File: config.mk
export PLATFORM = sky130hd
export DESIGN_NAME = vec_in_buff
export DESIGN_NICKNAME = d
export VERILOG_FILES = /design/src/rtl/vec_pkg.sv /design/src/rtl/vec_in_buff.sv
export SDC_FILE = /design/constraint.sdc
export NUM_CORES = 1
export LEC_CHECK = 0
export ABC_CLOCK_PERIOD_IN_PS = 2400
export BUFFER_PORTS_ARGS = -buffer_cell sky130_fd_sc_hd__buf_2
export CORE_ASPECT_RATIO = 1.4
export CORE_MARGIN = 2
export CORE_UTILIZATION = 50
export CTS_CLUSTER_DIAMETER = 80
export DETAILED_ROUTE_END_ITERATION = 10
export GPL_TIMING_DRIVEN = 0
export PLACE_DENSITY = 0.75
export SYNTH_ARGS = -nofsm -noshare
export SYNTH_HDL_FRONTEND = slang
export SYNTH_SLANG_ARGS = --single-unit
File: constraint.sdc
create_clock -name clk -period 2.4 [get_ports clk]
set_clock_uncertainty 0.2 [all_clocks]
set_input_delay 0.24 -clock clk [delete_from_list [all_inputs] [get_ports clk]]
set_output_delay 0.24 -clock clk [all_outputs]
set_load 0.02 [all_outputs]
File: src/rtl/vec_pkg.sv
// vec_pkg: shared FSM state type and default vector geometry for the vector assembler and output buffer
package vec_pkg;
    typedef enum logic {IDLE, LOAD} state_t;
    localparam int BITS_DEF = 8;
    localparam int N_DEF = 8;
endpackage

File: src/rtl/vec_in_buff.sv
// vec_in_buff: assembles a byte stream (length header, then elements) into a parallel vector
//   clk, rst      : rising-edge clock, synchronous active-high reset
//   in, in_valid  : stream word and its single-cycle strobe (no backpressure)
//   out, out_len  : assembled vector (slot 0 = first element) and its length
//   done          : one-cycle pulse when out/out_len hold a complete vector
//   busy          : frame in progress
//   err           : one-cycle pulse when a header exceeds N
module vec_in_buff
    import vec_pkg::*;
#(
    parameter int BITS = BITS_DEF,
    parameter int N = N_DEF
) (
    input  logic            clk,
    input  logic            rst,
    input  logic [BITS-1:0] in,
    input  logic            in_valid,
    output logic [BITS-1:0] out [N-1:0],
    output logic [BITS-1:0] out_len,
    output logic            done,
    output logic            busy,
    output logic            err
);
    localparam int IW = $clog2(N + 1);

    state_t          state_q, state_d;
    logic [IW-1:0]   idx_q, idx_d;
    logic [BITS-1:0] len_q, len_d;
    logic [BITS-1:0] vec_q [N-1:0];
    logic [BITS-1:0] vec_d [N-1:0];
    logic            done_q, done_d;
    logic            err_q, err_d;

    always_comb begin
        state_d = state_q;
        idx_d   = idx_q;
        len_d   = len_q;
        vec_d   = vec_q;
        done_d  = 1'b0;
        err_d   = 1'b0;
        if (in_valid && state_q == IDLE) begin
            if (in > BITS'(N)) begin
                err_d = 1'b1;
            end else begin
                // Accepting a header clears the previous vector so unused slots read 0.
                vec_d   = '{default: '0};
                len_d   = in;
                idx_d   = '0;
                done_d  = (in == '0);
                state_d = (in == '0) ? IDLE : LOAD;
            end
        end else if (in_valid && state_q == LOAD) begin
            for (int i = 0; i < N; i++)
                if (32'(idx_q) == i) vec_d[i] = in;
            idx_d = idx_q + 1'b1;
            if (32'(idx_q) + 1 == 32'(len_q)) begin
                done_d  = 1'b1;
                state_d = IDLE;
            end
        end
    end

    always_ff @(posedge clk) begin
        if (rst) begin
            state_q <= IDLE;
            idx_q   <= '0;
            len_q   <= '0;
            vec_q   <= '{default: '0};
            done_q  <= 1'b0;
            err_q   <= 1'b0;
        end else begin
            state_q <= state_d;
            idx_q   <= idx_d;
            len_q   <= len_d;
            vec_q   <= vec_d;
            done_q  <= done_d;
            err_q   <= err_d;
        end
    end

    assign out     = vec_q;
    assign out_len = len_q;
    assign done    = done_q;
    assign busy    = (state_q == LOAD);
    assign err     = err_q;
endmodule

# After elaboration in Yosys (flattened, before gate mapping)
# Cells that the tools add are included.
# word_totals
ff_bits	79
latchBits	0
ramBits	0
rom_bits	0
input_bits	11
elab_cells	78
n_memories	0
# op_classes
addsub	2
n_mul	0
n_div	0
magnitude_cmp	1
n_eq_ne	9
n_shift	0
muxes	24
bitwise	3
reduce_logical	26
# op_table
operator	count
two-way mux 64 bit	3
two-way mux 8 bit	8
AND reduction 3 bit	9
nonzero test 2 bit	10
equality test 4 x 3 -> 1 bit, second input constant	4
two-way mux 4 bit	3
two-way mux 1 bit	10
equality test 4 x 2 -> 1 bit, second input constant	2
equality test 5 x 8 -> 1 bit	1
> comparator 8 x 4 -> 1 bit, second input constant	1
logical NOT 8 bit	1
adder 4 x 1 -> 5 bit, second input constant	1
adder 4 x 1 -> 4 bit, second input constant	1
equality test 4 x 1 -> 1 bit, second input constant	1
logical NOT 4 bit	1
AND reduction 2 bit	2
NOT 1 bit	3
logical AND 1 bit	2
!= test 2 bit, second input constant	1
OR reduction 2 bit	1

# Longest topological paths before layout
# Gate-level depths: netlist (run 1).
# logic_depth
word_depth	5
mapped_depth	7
depth_no_buf	7

# Least setup slack after synthesis (run 1)
# Ideal clock, no wire load.
# synth_timing
path_kind	register to register
startpoint	register idx_q[0]
endpoint	register state_q (netlist: busy)
setup_time_ns	0.096
t_arrival_ns	1.868
path_slack_ns	0.237
path_stages_with_launch	8
path_buffers	1
period_less_slack_ns	2.163
cell_sequence	dfxtp_1 ha_1 buf_2 nor2b_1 or4_1 a311oi_1 nor2_1 o41ai_2
# synth_via
elab_chain_len	4
# synth_lines
item	line_no	rtl
start, declared	vec_in_buff.sv:27	logic [IW-1:0] idx_q, idx_d;
start signal, assigned	vec_in_buff.sv:73	idx_q <= idx_d;
adder 4 x 1 -> 5 bit	vec_in_buff.sv:56	if (32'(idx_q) + 1 == 32'(len_q)) begin
equality test 5 x 8 -> 1 bit	vec_in_buff.sv:56	
nonzero test 2 bit (no source line)	-	
AND reduction 3 bit (no source line)	-	
end signal, assigned	vec_in_buff.sv:72	state_q <= state_d;
end, declared	vec_in_buff.sv:26	state_t state_q, state_d;
# Every way passes these cells.
# A chain may end at the register's enable or synchronous reset.

# Worst setup path in the final report (run 1)
# Same ends and word-level chain as after synthesis.

==> impl_metrics.toml, run 1 <==
[worst_setup_path]
arrival_ns = 2.42
crit_fanout = 10
crit_required_ns = 2.46
end_kind = "register"
worst_path_dominant_cell_family = "simple AND/OR/NAND/NOR gates"
worst_path_largest_cell_delay_ns = 0.49
regToRegSetupSlack_ns = 0.03
critPathSlowestCell = "or4_1"
crit_chain = "ha_1 -> clkbuf_4 -> nor2b_1 -> or4_1 -> a311oi_2 -> nor2_1 -> o41ai_2"
startpoint_type = "register"
path_buf_inv = 1
crit_type = "reg2reg"

[power]
p_seq_share_pct = 53.7
power_frac_clock_pct = 41.6
p_per_area_nw_per_um2 = 606
switching_share_pct = 24.0
power_frac_comb_pct = 4.7
ir_drop_uv = 434
power.switching_uw = 588
total_power_mw = 2.44
power_leakage_nw = 1.73
p_int_mw = 1.86

[logic_synthesis]
muxShareOfSynthArea_pct = 1.56
synth_compound_area_share_pct = 13.4
synth_area_um2 = 3210
ys.flop_type = "dfxtp_1"
synth_largest_area_cell = "dfxtp_1"
ys_ff_latch = 79
synthAdderAreaFrac_pct = 1.56
yosysWarningCount = 0
synth_edf_count = 0
async_reset_ff_share_pct = 0
yosysSeqAreaShare_pct = 49.2
synth_nets = 406
syn_avg_cell_area_um2 = 8.22
synth_top_area_share_pct = 49.2
yosys.area_share.simple_pct = 28.3
synth_top_family_by_area = "simple AND/OR/NAND/NOR gates"
synth_cells = 391
yosysUniqueCellTypes = 37
synth.area.top_cells = "dfxtp_1, nor2_1, nand2_1"
synthXorXnorAreaFrac_pct = 1.09

[final_layout]
layout_common_cells = "buf_2, dfxtp_1, nor2_1"
diodes = 0
drive_gt1_share_pct = 24.1
layout.nets = 507
syn2layout_area_growth_pct = 25.6
layout_commonest_cell = "buf_2"

[drt]
wire_per_inst_um = 15.5
drc = 0
viasPerCell = 5.51
firstDrtPassIters = 7
ant_nets = 0
wl_um = 8810
first_iter_violations = 274
num_vias = 3133

[floorplan]
dieWidth_um = 71.8
boundaryPins = 86
core-area_um2 = 6210
dieArea_um2 = 7100
fp-row-count = 34
start_util_pct = 51.8
dieHeight_um = 98.9

[global_routing]
grt_pass1_wl_um = 13900
grt-ovfl-total = 0
grt_start_max_net_pins = 15
antenna_found_initial = 0
first_global_vias = 2859
grt_use_total_pct = 25.2

[timing]
period_minus_slack_ns = 2.37
fmax_mhz = 423
slew-limit-headroom_pct = 62.4
hold_viol_final = 0
min_period_over_period_pct = 98.6
tns_ns = 0
slew_viol_final = 0
setup_viol = 0
worstMarginPinSlew_ns = 0.563

[status]
status = "complete, no violations"

[clock_network]
cts.sinks = 79
htree_levels = 3
cts_root_buffer = "clkbuf_8"
ctsLongestPathBuffers = 2
clock_latency_ns = 0.36
clk_pin_slew_worst_paths_ns = 0.08
cts_inserted_buffers = 9
cts_tree = "done"

[min_path]
holdCritPathClass = "in2reg"

[place]
port_buffers = 84
dp_hpwl_um = 6180
gp_congestion = 0.882

[run]
cap_violations = 0
-- worst paths after layout --
kind            start       to  cells past startpoint
max          idx_q[0]     busy                      7
min             in[3]     done                      4
max reg2reg  idx_q[0]     busy                      7
min reg2reg   out[52]  out[52]                      2
-- what timing repair did --
item                                    CTS  global route
endpoints found under the setup margin    1            28
hold endpoints to repair                  9             0
cloned                                    0             1
hold buffers                              6             0
buffers inserted                          0             0
resized for setup                         1            11
-- per-stage QoR --
stage          hold slack (ns)  setup slack [ns]  util, %  area, µm²  cells
6_report                 0.121            0.0344     65.0       4040    569
3_5_place_dp             0.257           -0.0461     60.0       3720    547
3_3_place_gp             0.254            0.0296     60.0       3720    547
2_1_floorplan            0.176             0.237        -       3210    391
5_1_grt                  0.102           -0.0164     65.0       4040    569
4_1_cts                 0.0690            0.0217     64.3       3990    569
-- worst register-to-register path: cells and delay by family, from the launching register on --
kind | cells | cell delay (ns)
DFF | 1 | 0.41
and+or+nand+nor | 3 | 0.67
AOI/OAI and AO/OA | 2 | 0.63
adders and majority gates | 1 | 0.16
buffers and inverters | 1 | 0.20
-- cell type report --
type                    instances  area [µm²]
flip-flops and latches         79        1580
multi-input cells             282        1510
repair buffers                 90         480
clock buffers                  10         138
plain buffers                  28         158
fillers                       532        2170
clock inverters                 6        67.6
inverters                       2        7.51
well taps                      72        90.1
-- power groups by stage --
| stage | Clock [mW] | Sequential, mW | Combinational, mW |
|---|---|---|---|
| final | 1.02 | 1.31 | 0.114 |
| after global routing | 1.08 | 1.31 | 0.121 |
| after CTS | 1.03 | 1.31 | 0.110 |
| after detailed placement | 0 | 1.34 | 0.102 |
| after global placement | 0 | 1.34 | 0.102 |
| after floorplan | 0 | 1.35 | 0.0547 |
-- sequential cells by signal, summed over array words and instances (netlist names) --
signal   flops
err          1
busy         1
done         1
out         64
idx_q        4
out_len      8
-- metal layers --
metal	vias to the layer above	routed length [µm]	track usage, %
met5	-	0	0
met1	1472	3730	31.1
li1	1538	-	-
met2	105	4440	42.4
met4	0	197	11.2
met3	18	438	4.50
-- kinds of logic after synthesis --
logic type	after synthesis
AO/OA/AOI/OAI	73
buffers and inverters	30
multiplexers	5
adder cells (fa/ha/maj)	4
flip-flops	79
XOR/XNOR	4
AND/OR/NAND/NOR	196
-- cell usage after synthesis, drive strengths merged, types with 3 or more instances --
cell type,n
dfxtp,79
nor2,63
nand2,55
a21oi,39
nand3,33
a31oi,20
clkbuf,18
and2,16
buf,10
nor3,8
a22oi,7
nor3b,6
mux2i,5
ha,4
nor2b,4
o21ai,3
or3,3
No activity file was read; power rests on OpenSTA's default activity.
==> inputs of run 2 (changes only) <==
- ABC_AREA: default -> 1
- ABC_CLOCK_PERIOD_IN_PS: 2400 -> default
- CORE_UTILIZATION: 50 -> 52
- PLACE_DENSITY: 0.75 -> 0.78
==> run 2 against run 1 <==
Compared with the run above:
- clock power hardly changed
- first-iteration DRC count is 22% higher
- area after synthesis is 0.62% lower
- sequential share of layout area is 1.0 points higher
- global-route usage is 1.8 points higher
- cell area is 2.6% lower
- setup slack better by 0.32 ns
- critical path depth is 2 higher
- core utilization is 1.6 points higher
- maximum frequency is 16% higher
- largest power group unchanged
==> impl_metrics.toml, run 2 <==
[final_layout]
diodes = 0
fin_util_pct = 66.6
layout_commonest_cell = "nand2_1"
layout.nets = 533
largest_register_ffs = 64
drive_gt1_share_pct = 23.5
layout_common_cells = "nand2_1, buf_2, dfxtp_1"
syn2layout_area_growth_pct = 23.1

[logic_synthesis]
yosysUniqueCellTypes = 25
async_reset_ff_share_pct = 0
synth_area_um2 = 3190
yosysSeqAreaShare_pct = 49.5
synth_most_common_cell = "nand2_1"
synth.area.top_cells = "dfxtp_1, a21oi_1, nand3_1"
synth_nets = 436
synth_cells = 421
yosysWarningCount = 0
synth_top_area_share_pct = 49.5
syn_avg_cell_area_um2 = 7.59
ys.flop_type = "dfxtp_1"
synth_largest_area_cell = "dfxtp_1"
ys_ff_latch = 79
synth_edf_count = 0
synth_common_cells = "nand2_1, dfxtp_1, a21oi_1, nand3_1, inv_1"

[timing]
period_minus_slack_ns = 2.04
fmax_mhz = 490
worstMarginPinSlew_ns = 0.900
min_period_over_period_pct = 85.1
hold_viol_final = 0
slew_viol_final = 0
holdWs_ns = 0.0350
setup_viol = 0
fin_ws_ns = 0.359
tns_ns = 0
rsz0062_at_grt = "no"
slew-limit-headroom_pct = 39.8

[global_routing]
grt_pass1_wl_um = 14500
grt_use_total_pct = 27.0
grt_start_max_net_pins = 13
antenna_found_initial = 0
first_global_vias = 2974
grt-ovfl-total = 0

[drt]
viasPerCell = 5.44
first_iter_violations = 334
drc = 0
firstDrtPassIters = 5
wl_um = 8970
wire_per_inst_um = 15.1
ant_nets = 0
num_vias = 3223

[floorplan]
dieArea_um2 = 6790
dieWidth_um = 70.2
core-area_um2 = 5900
fp-row-count = 33
dieHeight_um = 96.7
start_util_pct = 54.1
boundaryPins = 86

[worst_setup_path]
end_kind = "register"
crit_start = "in[0]"
arrival_ns = 2.08
r2r_cells = 11
crit_required_ns = 2.44
crit_type = "in2reg"
r2r_start = "idx_q[0]"
crit_fanout = 10
startpoint_type = "input pin"

[min_path]
holdCritPathClass = "in2reg"
hp-start = "in[3]"
hold_path_depth = 3

[place]
gp_congestion = 0.862
dp_hpwl_um = 6070
port_buffers = 84
dp_slack_ns = 0.479

[clock_network]
cts_resized = 0
cts_tree = "done"
htree_levels = 3
clk_pin_slew_worst_paths_ns = 0.08
clock_latency_ns = 0.36
cts_inserted_buffers = 9
cts.sinks = 79
ctsLongestPathBuffers = 2
hold_buffers = 2
post-cts-setup-buffers = 0
cts_root_buffer = "clkbuf_8"

[power]
p_per_area_nw_per_um2 = 626
ir_drop_uv = 438
power_leakage_nw = 1.72

[status]
status = "complete, no violations"

[run]
cap_violations = 0
run 2: worst max-delay path, cell delays in order:
cell and delay (ns):
dlygate4sd3_1 0.53, buf_2 0.13, inv_1 0.06, nand3_1 0.09
a21oi_1 0.27, nand2_2 0.20, buf_2 0.25, o21ai_0 0.24
nor2_1 0.08
run 2: final cells by class:
type / instances / area (µm²)
inverter: 36 / 139
clock buffer: 14 / 173
multi-input combinational: 289 / 1400
tap: 70 / 87.6
clock inverter: 2 / 37.5
fill: 532 / 1970
sequential: 79 / 1580
timing repair buffer: 86 / 440
buffer: 17 / 72.6
run 2: metal layers:
metal  track usage [%]  wire [µm]
met1              33.3       3800
met5                 0          0
met3              4.38        400
met2              44.6       4540
met4              14.1        228
run 2: through the flow:
step	total power [mW]	cells	instance area [µm²]
after floorplan	1.40	421	3190
after global placement	1.44	575	3700
after detailed placement	1.44	575	3700
after CTS	2.46	593	3930
after global routing	2.54	593	3930
final	2.46	593	3930
run 2: path summary, 6_finish.rpt:
path,to,slack (ns)
worst min register to register,out_len[6],0.26
worst max-delay path,out_len[2],0.36
worst min-delay path,out_len[3],0.04
worst max register to register,busy,0.40
run 2: cell families (layout without fill, tap and decap cells):
logic type / count (synthesis) / after routing / share of synthesized area, %
and+or+nand+nor: 205 / 205 / 29.6
AOI/OAI and AO/OA: 79 / 79 / 12.5
DFF: 79 / 79 / 49.5
buffers and inverters: 53 / 155 / 6.62
adders and majority gates: 4 / 4 / 1.57
xor gates and xnor gates: 1 / 1 / 0.274
run 2: where the power goes:
part	internal (mW)	switching (mW)	total, mW
Clock	0.567	0.481	1.05
Combinational	0.0215	0.0785	0.100
Sequential	1.31	0.00240	1.31
Total	1.90	0.562	2.46
==> inputs of run 3 (changes only) <==
- CORE_ASPECT_RATIO: 1.4 -> 2
==> run 3 against run 2 <==
Compared with the run above:
- via count grew 1.9%
- largest cell class unchanged
- maximum frequency rose by 4.9%
- cell area grew 1.2%
- clock-buffer cell count decreased by 2
- global-route usage is 1.4 points higher
- final cell count is 2.0% lower
- non-clock buffer count decreased by 2
- register-to-register slack improved by 0.05 ns
==> impl_metrics.toml, run 3 (synthesis gave the netlist of run 2 again) <==
[drt]
wire_per_inst_um = 15.8
firstDrtPassIters = 5
ant_nets = 0
wl_um = 9180
first_iter_violations = 202
num_vias = 3284
viasPerCell = 5.65
drc = 0

[worst_setup_path]
critPathSlowestCell = "dfxtp_1"
r2r_cells = 10
crit_start = "idx_q[0]"
path_buf_inv = 2
r2r_start = "idx_q[0]"
cpMostUsedCell = "nand2_1"
cp.depth = 10
crit_chain = "inv_1 -> ha_1 -> inv_1 -> nand2_1 -> nand2_1 -> nor2_1 -> nand2_1 -> nor2_1 -> nand3_1 -> a21oi_1"
reg2reg_to = "done"
crit_type = "reg2reg"
regToRegSetupSlack_ns = 0.45
worst_path_largest_cell_delay_ns = 0.49
startpoint_type = "register"
end_kind = "register"
worst_path_dominant_cell_family = "flip-flops"
crit_required_ns = 2.46
arrival_ns = 2.01
crit_fanout = 9
endpoint = "done"

[timing]
min_period_over_period_pct = 81.1
worstMarginPinSlew_ns = 0.868
slew-limit-headroom_pct = 41.9
hold_viol_final = 0
setup_viol = 0
fmax_mhz = 514
period_minus_slack_ns = 1.95
slew_viol_final = 0
tns_ns = 0
fin_ws_ns = 0.454
rsz0062_at_grt = "no"

[clock_network]
htree_levels = 3
cts.sinks = 79
cts_tree = "done"
cts_inserted_buffers = 9
post-cts-setup-buffers = 0
ctsLongestPathBuffers = 2
hold_buffers = 0
clk_pin_slew_worst_paths_ns = 0.05
cts_root_buffer = "clkbuf_16"
cts_resized = 0
clock_latency_ns = 0.34

[power]
ir_drop_uv = 556
total_power_mw = 2.75
p_per_area_nw_per_um2 = 692
power_leakage_nw = 1.75

[floorplan]
dieArea_um2 = 6820
start_util_pct = 53.6
dieHeight_um = 115
core-area_um2 = 5960
dieWidth_um = 59.4
fp-row-count = 40
boundaryPins = 86

[status]
status = "complete, no violations"

[place]
gp_congestion = 0.952
dp_slack_ns = 0.441
dpl-instance-area_um2 = 3690
dp_hpwl_um = 6510
port_buffers = 84

[final_layout]
largest_register_ffs = 64
layout.nets = 531
drive_gt1_share_pct = 23.4
layout_common_cells = "nand2_1, buf_2, dfxtp_1"
fillerInstances = 529
postLayoutCellArea_um2 = 3980
layout_commonest_cell = "nand2_1"
diodes = 0
syn2layout_area_growth_pct = 24.6

[global_routing]
first_global_vias = 3131
grt_use_total_pct = 28.3
grt_start_max_net_pins = 12
antenna_found_initial = 0
grt-ovfl-total = 0
grt_pass1_wl_um = 14500

[min_path]
holdCritPathClass = "in2reg"

[run]
cap_violations = 0
-- run 3: routing by layer --
layer / global-route usage (%) / vias up / share of wire, % / wire (µm)
met1: 31.4 / 1521 / 37 / 3370
met4: 17.4 / 0 / 4.5 / 415
met2: 46.8 / 154 / 51 / 4730
li1: - / 1577 / - / -
met3: 7.31 / 32 / 7.2 / 665
met5: 0 / - / 0 / 0
-- run 3: worst min-delay path by stage --
stage / from / to / slack [ns] / cells after the start
3_3_place_gp: out_len[6] / out_len[6] / 0.24 / 2
3_5_place_dp: out_len[7] / out_len[7] / 0.25 / 2
4_1_cts: in[0] / out_len[0] / 0.007 / 3
5_1_grt: in_valid / err / 0.04 / 3
2_1_floorplan: in_valid / err / 0.20 / 2
6_report: in_valid / err / 0.01 / 3
-- run 3: tightest hold or removal path, cell delays in order --
cell and delay [ns]:
buf_2 0.12, inv_1 0.08, nor4_1 0.06
-- run 3: through the flow --
| stage | instances | hold WS [ns] | util [%] |
|---|---|---|---|
| finish | 581 | 0.0121 | 66.8 |
| global route | 581 | 0.0402 | 66.8 |
| CTS | 581 | 0.00688 | 66.8 |
| detailed placement | 568 | 0.247 | 62.0 |
| global placement | 568 | 0.240 | 62.0 |
| floorplan | 421 | 0.202 | - |
-- run 3: report_power, final --
group	total, mW	switching, mW	internal [mW]	leakage, nW
Combinational	0.0969	0.0774	0.0194	0.969
Sequential	1.32	0.00208	1.31	0.636
Clock	1.34	0.495	0.844	0.141
-- run 3: layout make-up --
class / count / area (µm²) / share of cell area, %
Sequential cell: 79 / 1580 / 39.7
Clock buffer: 12 / 256 / 6.44
Multi-Input combinational cell: 289 / 1400 / 35.2
Inverter: 36 / 139 / 3.49
Clock inverter: 1 / 30.0 / 0.754
Timing Repair Buffer: 84 / 420 / 10.6
Buffer: 17 / 72.6 / 1.82
Tap cell: 63 / 78.8 / 1.98
